<file path="config.mk">
export PLATFORM = sky130hd
export DESIGN_NAME = lamp_dwell_timer
export DESIGN_NICKNAME = d
export VERILOG_FILES = /design/src/rtl/lamp_dwell_timer.sv
export SDC_FILE = /design/constraint.sdc
export NUM_CORES = 1
export LEC_CHECK = 0
export BUFFER_PORTS_ARGS = -buffer_cell sky130_fd_sc_hd__buf_2
export CAP_MARGIN = 25
export CORE_MARGIN = 3
export CORE_UTILIZATION = 53
export CTS_CLUSTER_DIAMETER = 50
export DETAILED_ROUTE_END_ITERATION = 8
export HOLD_SLACK_MARGIN = 0.12
export PLACE_DENSITY = 0.77
export SYNTH_ARGS = -nofsm -noshare
export SYNTH_HDL_FRONTEND = slang
export SYNTH_SLANG_ARGS = --single-unit
</file>
<file path="constraint.sdc">
create_clock -name clock -period 2.03 [get_ports clock]
set_input_delay 0.3045 -clock clock [delete_from_list [all_inputs] [get_ports clock]]
set_output_delay 0.3045 -clock clock [all_outputs]
set_load 0.05 [all_outputs]
</file>
<file path="src/rtl/lamp_dwell_timer.sv">
// Purpose : times how long each lamp colour is shown and strobes the lamp stage to advance.
// Latency : step rises N+1 cycles after LOAD for a dwell of N (0 counts as 1); lamp change expected within ACK_MAX cycles.
// Backpressure: enable low pauses the dwell count; a lamp stage that never changes code raises a sticky fault.
// Ports   : clock, reset_n (async, active-low); enable, light[0:2] (100 R, 010 G, 001 Y),
//           red/green/yellow_dwell, clear -> step (1-cycle strobe), fault (sticky), remaining (dwell counter).
module lamp_dwell_timer #(
  parameter int CNT_W   = 8,
  parameter int ACK_MAX = 15
) (
  input  logic             clock,
  input  logic             reset_n,
  input  logic             enable,
  input  logic [0:2]       light,
  input  logic [CNT_W-1:0] red_dwell,
  input  logic [CNT_W-1:0] green_dwell,
  input  logic [CNT_W-1:0] yellow_dwell,
  input  logic             clear,
  output logic             step,
  output logic             fault,
  output logic [CNT_W-1:0] remaining
);

  localparam int ACK_W = (ACK_MAX < 2) ? 1 : $clog2(ACK_MAX + 1);

  typedef enum logic [2:0] {
    IDLE  = 3'd0,
    LOAD  = 3'd1,
    COUNT = 3'd2,
    STEP  = 3'd3,
    WAIT  = 3'd4,
    FAULT = 3'd5
  } state_t;

  state_t             state_q, state_d;
  logic [CNT_W-1:0]   cnt_q, cnt_d;
  logic [ACK_W-1:0]   ack_q, ack_d;
  logic [ACK_W-1:0]   ack_inc;
  logic [0:2]         cur_q, cur_d;
  logic               step_q, fault_q;
  logic               light_ok;
  logic [CNT_W-1:0]   dwell_sel;
  logic [CNT_W-1:0]   dwell_eff;

  // Decode the incoming lamp code; anything that is not exactly one-hot is invalid.
  always_comb begin
    light_ok  = 1'b1;
    dwell_sel = '0;
    case (light)
      3'b100:  dwell_sel = red_dwell;
      3'b010:  dwell_sel = green_dwell;
      3'b001:  dwell_sel = yellow_dwell;
      default: light_ok  = 1'b0;
    endcase
  end

  // A programmed dwell of zero still shows the colour for one enabled cycle.
  assign dwell_eff = (dwell_sel == '0) ? CNT_W'(1) : dwell_sel;
  assign ack_inc   = ack_q + ACK_W'(1);

  always_comb begin
    state_d = state_q;
    cnt_d   = cnt_q;
    ack_d   = ack_q;
    cur_d   = cur_q;
    case (state_q)
      IDLE: begin
        if (enable) state_d = LOAD;
      end
      LOAD: begin
        if (light_ok) begin
          cur_d   = light;
          cnt_d   = dwell_eff;
          state_d = COUNT;
        end else begin
          cnt_d   = '0;
          state_d = FAULT;
        end
      end
      COUNT: begin
        // Lamp code is deliberately not watched here; only WAIT checks it.
        if (enable) begin
          if (cnt_q == CNT_W'(1)) begin
            cnt_d   = '0;
            state_d = STEP;
          end else begin
            cnt_d = cnt_q - CNT_W'(1);
          end
        end
      end
      STEP: begin
        cnt_d   = '0;
        ack_d   = '0;
        state_d = WAIT;
      end
      WAIT: begin
        if (light != cur_q) begin
          state_d = LOAD;
        end else begin
          ack_d = ack_inc;
          if (ack_inc == ACK_W'(ACK_MAX)) state_d = FAULT;
        end
      end
      FAULT: begin
        // Clear is only looked at once already sitting in FAULT, so a clear
        // coincident with the fault-causing cycle is not honoured.
        cnt_d = '0;
        if (clear) state_d = IDLE;
      end
      default: begin
        state_d = IDLE;
        cnt_d   = '0;
      end
    endcase
  end

  always_ff @(posedge clock or negedge reset_n) begin
    if (!reset_n) begin
      state_q <= IDLE;
      cnt_q   <= '0;
      ack_q   <= '0;
      cur_q   <= 3'b000;
      step_q  <= 1'b0;
      fault_q <= 1'b0;
    end else begin
      state_q <= state_d;
      cnt_q   <= cnt_d;
      ack_q   <= ack_d;
      cur_q   <= cur_d;
      // Outputs registered from the next state so they line up with the state they describe.
      step_q  <= (state_d == STEP);
      fault_q <= (state_d == FAULT);
    end
  end

  assign step      = step_q;
  assign fault     = fault_q;
  assign remaining = cnt_q;

endmodule

</file>
==> reports/results.tsv, run 1 <==
metric	value	unit
root_buffer	clkbuf_4	
place_inst	245	
top_level_ports	41	
cap_violations	0	
crit_fanout	9	
grt_pass1_wl	6465	microns
crit_path_end_kind	register	
routedWlPerCell	15.69	microns
yosysWarnings	0	
cts_setup_buffers	0	
antenna_found_initial	0	
synth_xor_xnor_area_share	2.767	%
timing_hold_violations_final	0	
finClkSkew	4.884	ps
vias_per_cell	6.276	
yosys-top-cells-area	dfrtp_1, nor4bb_1, a221oi_1, o21ai_0, a21oi_1	
synth_top_family_by_area	simple AND/OR/NAND/NOR gates	
postSynthCellCount	180	
hpwlAfterDp	3070	microns
period_needed	1717	ps
timing.final.ws_setup	313.2	ps
wl	3923	microns
finalSetupTns	0	ps
place.gp.congestion	0.9618	
synth.distinct_cells	55	
io_buffers	40	
setup-violations-final	0	
yosysMostFrequentCell	dfrtp_1	
crit_required	2220	ps
muxShareOfSynthArea	0	%
vias	1569	
rows	19	
synth-edff-count	0	
p_leak	0.0008586	uW
syn_area_per_cell	8.793	sq um
antenna_left	0	
status	completed	
finalNonFillerCells	250	
clk_pin_slew	120	ps
max_slew_margin	57.93	%
h-tree-depth	1	
grt_pass1_vias	1468	
fin_area	1846	sq um
netlist_area	1583	sq um
drive_above_1_share	27.85	%
first_pass_iters	4	
yosysSeqAreaShare	31.62	%
antennaDiodeCount	0	
clock_latency	300	ps
die_y	60.65	microns
ys_seq_elements	20	
hp-class	input pin to register	
numCtsBuffers	3	
die_width	60.65	microns
nNetsFinal	255	
synthAdderAreaFrac	3.162	%
powerDensity	1356	nW/um^2
drtIter0Drc	46	
synth-async-reset-ratio	100.0	%
max_freq	582.5	MHz
placed_area	1799	sq um
cts.sinks	20	
yosys.area.top_type_share	31.62	%
die_area	3678	sq um
fin_crit_sh	84.57	%
syn_nets	215	
rsz0062_at_grt	false	
drc_errors	0	
syn2layout_area_growth	16.60	%
synth_commonest_cells	dfrtp_1, nand2_1, o21ai_0	
slew_violations	0	
grtUsageTotal	22.54	%
crit_type	register to register	
cts_tree	done	
yosys.area_share.simple	29.25	%
synth-main-ff-cell	dfrtp_1	
grt_max_degree	26	
synth_area_leader_cell	dfrtp_1	
start_util	56.42	%
clk_path_buf_depth	2	
worst_slew_pin_slew	626.2	ps
pre_cts_ws	198.1	ps
cp.arrival	1910	ps
holdWs	292.8	ps
peakVddDrop	0.9313	mV
grt.overflow.total	0	
synth_compound_gate_area_share	27.27	%
core	2805	sq um
crit_path_start_kind	register	
## where the power goes
group	total [uW]	internal, uW	switching, uW
sequential	675	535	140
clock	237	109	128
combinational	1590	599	990
total	2500	1240	1260
## path summary, 6_finish.rpt
path	start	to	slack [ps]	depth (start not counted)
max	remaining[1]	remaining[0]	310	6
min	enable	step	290	3
max reg2reg	remaining[1]	remaining[0]	310	6
min reg2reg	cur_q[2]	cur_q[2]	540	2
max in group asynchronous	reset_n	cur_q[0]	1250	2
min in group asynchronous	reset_n	remaining[1]	470	2
## flip-flops by register name, summed over array words and instances, names as in the netlist
signal     cells
fault          1
step           1
cur_q          3
state_q        3
ack_q          4
remaining      8
## layout by cell type, fill, tap and decap left out, types with 4 or more instances in the layout
master and count:
buf_2 40, a21oi_1 10, buf_4 5, xor2_1 4, o22ai_1 4, nor3_1 5, and2_1 8, a211oi_1 4
inv_1 9, dfrtp_1 20, ha_1 4, nand2_1 13, o21ai_0 12, nor4bb_1 7, nor2_1 7, a22o_1 4
a221oi_1 7
## metrics by stage
| step | total power (uW) | utilization, % |
|---|---|---|
| after global placement | 2208 | 64.14 |
| after CTS | 2490 | 65.79 |
| final | 2502 | 65.79 |
| after floorplan | 1835 | - |
| after detailed placement | 2248 | 64.14 |
| after global routing | 2698 | 65.79 |
## area by class of cell
class / instances / area [sq um]
well taps: 31 / 38.79
inverters: 9 / 33.78
fillers: 244 / 959.7
flip-flops and latches: 20 / 500.5
repair buffers: 46 / 247.7
clock buffers: 4 / 36.28
multi-input cells: 140 / 988.4
## cells by family (layout without fill, tap and decap cells)
group / after synthesis / after routing
simple gates: 70 / 70
compound gates: 61 / 61
flops: 20 / 20
buf+inv: 20 / 59
xor+xnor: 5 / 5
fa+ha+maj: 4 / 4
## repair_timing
item	CTS	global route
endpoints found under the hold margin	20	0
resized for setup	0	0
hold buffers	1	0
## routing by layer
metal	vias to the layer above	wire, microns	GRT usage (%)
li1	762	-	-
met1	737	1804	31.26
met2	64	1807	35.42
met3	6	270	4.255
met4	0	40	7.121
met5	-	0	0
## worst max-delay path, cell delays in order, from the launching register on
cell and delay (ps):
dfrtp_1 430, inv_1 90, ha_1 180, nor3b_1 270, a21o_2 270, o22ai_1 120, a211o_1 250
Power figures use the tool's default switching activity.
==> run 2, diff against run 1 <==
--- a/config.mk
+++ b/config.mk
@@ -8,11 +8,11 @@
 export BUFFER_PORTS_ARGS = -buffer_cell sky130_fd_sc_hd__buf_2
 export CAP_MARGIN = 25
 export CORE_MARGIN = 3
-export CORE_UTILIZATION = 53
+export CORE_UTILIZATION = 48
 export CTS_CLUSTER_DIAMETER = 50
 export DETAILED_ROUTE_END_ITERATION = 8
 export HOLD_SLACK_MARGIN = 0.12
-export PLACE_DENSITY = 0.77
+export PLACE_DENSITY = 0.73
 export SYNTH_ARGS = -nofsm -noshare
 export SYNTH_HDL_FRONTEND = slang
 export SYNTH_SLANG_ARGS = --single-unit
==> constraint.sdc (replaced) <==
create_clock -name clock -period 1.45 [get_ports clock]
set_input_delay 0.2175 -clock clock [delete_from_list [all_inputs] [get_ports clock]]
set_output_delay 0.2175 -clock clock [all_outputs]
set_load 0.05 [all_outputs]
==> run 2 against run 1 <==
Power rose by 110%. Global-route usage increased by 1.8 points. First-iteration DRC count rose to 3.5 times the previous value. Flip-flop and latch count unchanged. Wire length up 36%. The run now ends with negative setup slack left. Non-clock buffer count up 45. Clock skew is 1.3 ps lower. Setup slack got worse by 490 ps. Register-to-register slack worse by 490 ps. Cell count increased by 23%.
==> reports/results.tsv, run 2 (same netlist as run 1, synthesis figures left out) <==
metric	value	unit	change
max_slew_margin	65.71	%	was 57.93%
fillCellCount	193		was 244
hold_end	step		unchanged
grtUsageTotal	24.37	%	was 22.54%
p_leak	0.001144	uW	was 0.0008586 uW
nNetsFinal	300		was 255
finalSetupTns	-1235	ps	was 0 ps
finClkSkew	3.621	ps	was 4.884 ps
crit_path_end_kind	register		unchanged
antenna_found_initial	0		unchanged
root_buffer	clkbuf_4		unchanged
rrSetupSlack	-180	ps	was 310 ps
grt_pass1_vias	1730		was 1468
peakVddDrop	0.8540	mV	was 0.9313 mV
die_area	4023	sq um	was 3678 sq um
die_y	63.43	microns	was 60.65 microns
worst_slew_pin_slew	514.4	ps	was 626.2 ps
h-tree-depth	1		unchanged
wl	5334	microns	was 3923 microns
crit_fanout	4		was 9
r2r-end	remaining[4]		was remaining[0]
placed_area	2087	sq um	was 1799 sq um
crit_path_start_kind	register		unchanged
period_needed	1629	ps	was 1717 ps
regToRegStartpoint	state_q[2]		was remaining[1]
setup-violations-final	16		was 0
drc_errors	0		unchanged
place.gp.congestion	0.9168		was 0.9618
vias	1839		was 1569
powerDensity	2091	nW/um^2	was 1356 nW/um^2
hpwlAfterDp	3510	microns	was 3070 microns
rows	20		was 19
status	complete, but fails checks		was completed
largest_reg_flops	8		unchanged
hp-class	input pin to register		unchanged
slew_violations	0		unchanged
cts.sinks	20		unchanged
final_common_cell	buf_4		was buf_2
cp.arrival	1880	ps	was 1910 ps
antennaDiodeCount	0		unchanged
grt_max_degree	21		was 26
antenna_left	0		unchanged
start_util	51.01	%	was 56.42%
holdWs	249.4	ps	was 292.8 ps
top_level_ports	41		unchanged
whs_path_depth	3		unchanged
fin_area	2506	sq um	was 1846 sq um
io_buffers	40		unchanged
design_power_total	5241	uW	was 2502 uW
max_freq	613.7	MHz	was 582.5 MHz
rsz0062_at_grt	true		was false
crit_type	register to register		unchanged
vias_per_cell	5.971		was 6.276
cts_tree	done		unchanged
fin_crit_sh	112.4	%	was 84.57%
worstHoldStart	enable		unchanged
die_width	63.43	microns	was 60.65 microns
clk_pin_slew	130	ps	was 120 ps
rr_worst_depth	4		was 6
violations	negative setup slack		
clk_path_buf_depth	2		unchanged
drive_above_1_share	53.03	%	was 27.85%
timing_hold_violations_final	0		unchanged
cap_violations	0		unchanged
grt_pass1_wl	7935	microns	was 6465 microns
drtIter0Drc	160		was 46
routedWlPerCell	17.32	microns	was 15.69 microns
first_pass_iters	5		was 4
timing.final.ws_setup	-179.4	ps	was 313.2 ps
grt.overflow.total	0		unchanged
layout_common_cells	buf_4, buf_2, nand2_1, dfrtp_1, a21oi_1		was buf_2, dfrtp_1, nand2_1, o21ai_0, a21oi_1
fin_util	80.77	%	was 65.79%
syn2layout_area_growth	58.34	%	was 16.60%
clock_latency	310	ps	was 300 ps
crit_required	1700	ps	was 2220 ps
numCtsBuffers	3		unchanged
core	3103	sq um	was 2805 sq um
[run 2: critical path, stage by stage, from the launching register on]
cell and delay (ps):
dfrtp_2 470, or3b_4 420, or2_4 270, o32ai_4 240
a22o_2 190
[run 2: layout make-up]
type / count / area [sq um] / area share, %
clock buffers: 3 / 22.52 / 0.8987
clock inverters: 1 / 30.03 / 1.198
inverters: 9 / 33.78 / 1.348
multi-input cells: 140 / 1216 / 48.53
flip-flops and latches: 20 / 509.2 / 20.32
well taps: 44 / 55.05 / 2.197
repair buffers: 91 / 639.4 / 25.51
[run 2: power by group]
group          internal, uW  switching [uW]  total (uW)  leakage, uW
Sequential              765             230         995     0.000250
Clock                   279             195         474    0.0000279
Combinational          1820            1950        3770     0.000866
Total                  2860            2380        5240      0.00114
[run 2: per-stage QoR]
step | instances | setup slack, ps
after detailed placement | 285 | -238.4
after global placement | 285 | -167.1
after global routing | 308 | -228.7
after CTS | 300 | -139.9
after floorplan | 180 | -122.3
final | 308 | -179.4
[run 2: worst max path at each step]
stage                              end  slack [ps]          from
after floorplan           remaining[3]        -120  remaining[1]
final                     remaining[4]        -180    state_q[2]
after CTS                 remaining[4]        -140    state_q[0]
after global placement      state_q[0]        -170      light[0]
after global routing      remaining[4]        -230    state_q[0]
after detailed placement    state_q[0]        -240      light[0]
[run 2: timing repair]
| item | in CTS | in global routing |
|---|---|---|
| gates resized for setup | 15 | 24 |
| buffers inserted | 10 | 7 |
| hold buffers | 1 | 0 |
| pin swaps | 5 | 12 |
| endpoints found under the hold margin | 20 | 0 |
| endpoints found under the setup margin | 17 | 18 |
| cloned | 0 | 1 |
[run 2: layer usage]
layer	GRT usage, %	wire length, microns	up-vias
met5	0	0	-
met4	7.817	82	0
met3	3.030	321	10
met2	40.29	2651	92
met1	32.96	2279	881
li1	-	-	856
==> run 3, diff against run 2 <==
--- a/config.mk
+++ b/config.mk
@@ -8,11 +8,11 @@
 export BUFFER_PORTS_ARGS = -buffer_cell sky130_fd_sc_hd__buf_2
 export CAP_MARGIN = 25
 export CORE_MARGIN = 3
-export CORE_UTILIZATION = 48
+export CORE_UTILIZATION = 55
 export CTS_CLUSTER_DIAMETER = 50
 export DETAILED_ROUTE_END_ITERATION = 8
 export HOLD_SLACK_MARGIN = 0.12
-export PLACE_DENSITY = 0.73
+export PLACE_DENSITY = 0.8
 export SYNTH_ARGS = -nofsm -noshare
 export SYNTH_HDL_FRONTEND = slang
 export SYNTH_SLANG_ARGS = --single-unit
==> constraint.sdc (replaced) <==
create_clock -name clock -period 2.1 [get_ports clock]
set_input_delay 0.315 -clock clock [delete_from_list [all_inputs] [get_ports clock]]
set_output_delay 0.315 -clock clock [all_outputs]
set_load 0.05 [all_outputs]
==> run 3 against run 2 <==
The run now ends clean. Maximum frequency is 10% lower. Register-to-register slack better by 470 ps. Cell count is 20% lower. Largest cell class unchanged. Worst hold slack better by 37 ps. Via count is 16% lower. Highest routed layer unchanged. Critical endpoint is now remaining[3].
==> reports/results.tsv, run 3 (same netlist as run 1, synthesis figures left out) <==
metric	value	unit	change
crit_path_start_kind	register		unchanged
worstHoldStart	enable		unchanged
cts_resized	0		was 15
root_buffer	clkbuf_4		unchanged
cts_setup_buffers	0		was 10
powerDensity	1301	nW/um^2	was 2091 nW/um^2
vias_per_cell	6.251		was 5.971
die_area	3558	sq um	was 4023 sq um
grt_pass1_vias	1353		was 1730
place.gp.congestion	0.8822		was 0.9168
whs_path_depth	3		unchanged
numCtsBuffers	3		unchanged
rows	18		was 20
crit_required	2350	ps	was 1700 ps
cts.sinks	20		unchanged
clock_latency	310	ps	about the same
hold_buffers	1		unchanged
rr_worst_depth	4		unchanged
cp_slowest_cell	dfrtp_1		was dfrtp_2
holdWs	286.0	ps	was 249.4 ps
slew_violations	0		unchanged
r2r-end	remaining[3]		was remaining[4]
rsz0062_at_grt	false		was true
die_y	59.65	microns	was 63.43 microns
fillCellCount	214		was 193
finClkSkew	9.281	ps	was 3.621 ps
vias	1544		was 1839
peakVddDrop	1.134	mV	was 0.8540 mV
grt_max_degree	26		was 21
crit_type	register to register		unchanged
grtUsageTotal	23.25	%	was 24.37%
switching_share	50.62	%	was 45.34%
grt_pass1_wl	6423	microns	was 7935 microns
antennaDiodeCount	0		unchanged
hp-class	input pin to register		unchanged
multi_input_area	988.4	sq um	was 1216 sq um
timing_hold_violations_final	0		unchanged
crit_fanout	11		was 4
final_common_cell	buf_2		was buf_4
crit_path_end_kind	register		unchanged
drtIter0Drc	95		was 160
h-tree-depth	1		unchanged
hpwlAfterDp	2877	microns	was 3510 microns
worst-path-buf-inv	0		unchanged
io_buffers	40		unchanged
p_clk_share	9.9	%	was 9.0%
place_inst	242		was 285
fin_crit_sh	86.22	%	was 112.4%
p_int	1175	uW	was 2865 uW
period_needed	1811	ps	was 1629 ps
clk_pin_slew	130	ps	about the same
antenna_found_initial	0		unchanged
nNetsFinal	253		was 300
p_seq_share	29.0	%	was 19.0%
routedWlPerCell	15.40	microns	was 17.32 microns
drc_errors	0		unchanged
cts_tree	done		unchanged
antenna_left	0		unchanged
cp_num_cells	4		unchanged
fin_area	1829	sq um	was 2506 sq um
regToRegStartpoint	state_q[1]		was state_q[2]
power_frac_comb	61.0	%	was 72.0%
top_level_ports	41		unchanged
cp.arrival	2060	ps	was 1880 ps
finalSetupTns	0	ps	was -1235 ps
wl	3804	microns	was 5334 microns
syn2layout_area_growth	15.57	%	was 58.34%
layout_common_cells	buf_2, dfrtp_1, nand2_1, o21ai_0, a21oi_1		was buf_4, buf_2, nand2_1, dfrtp_1, a21oi_1
finalNonFillerCells	247		was 308
max_slew_margin	58.97	%	was 65.71%
path_cells	or3b_4, a21o_2, o32ai_1, a22o_1		was or3b_4, or2_4, o32ai_4, a22o_2
switchingPower	1205	uW	was 2376 uW
timing.final.ws_setup	289.3	ps	was -179.4 ps
start_util	60.58	%	was 51.01%
hold_end	step		unchanged
grt.overflow.total	0		unchanged
first_pass_iters	4		was 5
status	completed		was complete, but fails checks
regArea	500.5	sq um	was 509.2 sq um
clk_path_buf_depth	2		unchanged
max_freq	552.3	MHz	was 613.7 MHz
placed_area	1783	sq um	was 2087 sq um
drive_above_1_share	27.19	%	was 53.03%
p_leak	0.0008485	uW	was 0.001144 uW
core	2613	sq um	was 3103 sq um
pre_cts_ws	269.5	ps	was -238.4 ps
largest_reg_flops	8		unchanged
die_width	59.65	microns	was 63.43 microns
max_stage_delay	520	ps	was 470 ps
rrSetupSlack	290	ps	was -180 ps
worst_slew_pin_slew	610.8	ps	was 514.4 ps
cap_violations	0		unchanged
setup-violations-final	0		was 16
crit_family	compound AO/OA/AOI/OAI gates		was simple AND/OR/NAND/NOR gates
==> run 3: power by group through the flow <==
stage / logic [uW] / registers, uW / clock network (uW)
5_1_grt: 1580 / 722 / 259
6_report: 1450 / 691 / 236
3_5_place_dp: 1430 / 695 / 0
4_1_cts: 1450 / 687 / 231
3_3_place_gp: 1410 / 686 / 0
2_1_floorplan: 881 / 892 / 0
==> run 3: layout make-up <==
type	instances	area share [%]
repair buffers	44	12.72
clock buffers	4	1.984
flip-flops and latches	20	27.36
well taps	30	2.052
inverters	9	1.847
multi-input cells	140	54.04
==> run 3: worst reg2reg max path: cells and delay by family, from the launching register on <==
kind,cells,cell delay (ps)
AOI/OAI and AO/OA,3,780
and+or+nand+nor,1,450
DFF,1,520
==> run 3: metrics by stage <==
| stage | power [uW] | utilization [%] |
|---|---|---|
| final | 2381 | 70.02 |
| after global routing | 2566 | 70.02 |
| after CTS | 2365 | 70.02 |
| after detailed placement | 2126 | 68.25 |
| after global placement | 2095 | 68.25 |
| after floorplan | 1773 | - |
==> run 3: how the worst max path moves through the flow <==
stage                             from      endpoint  slack [ps]
final                       state_q[1]  remaining[3]         290
after CTS                   state_q[1]  remaining[3]         310
after detailed placement      light[0]  remaining[0]         270
after floorplan           remaining[3]  remaining[3]         230
after global placement        light[2]  remaining[0]         330
after global routing      remaining[1]  remaining[7]         200
==> run 3: layer usage <==
metal | up-vias | part of all wire (%) | GRT usage [%]
li1 | 760 | - | -
met1 | 712 | 48 | 36.19
met2 | 66 | 43 | 33.02
met3 | 6 | 8.1 | 3.704
met4 | 0 | 1.4 | 5.696
met5 | - | 0 | 0
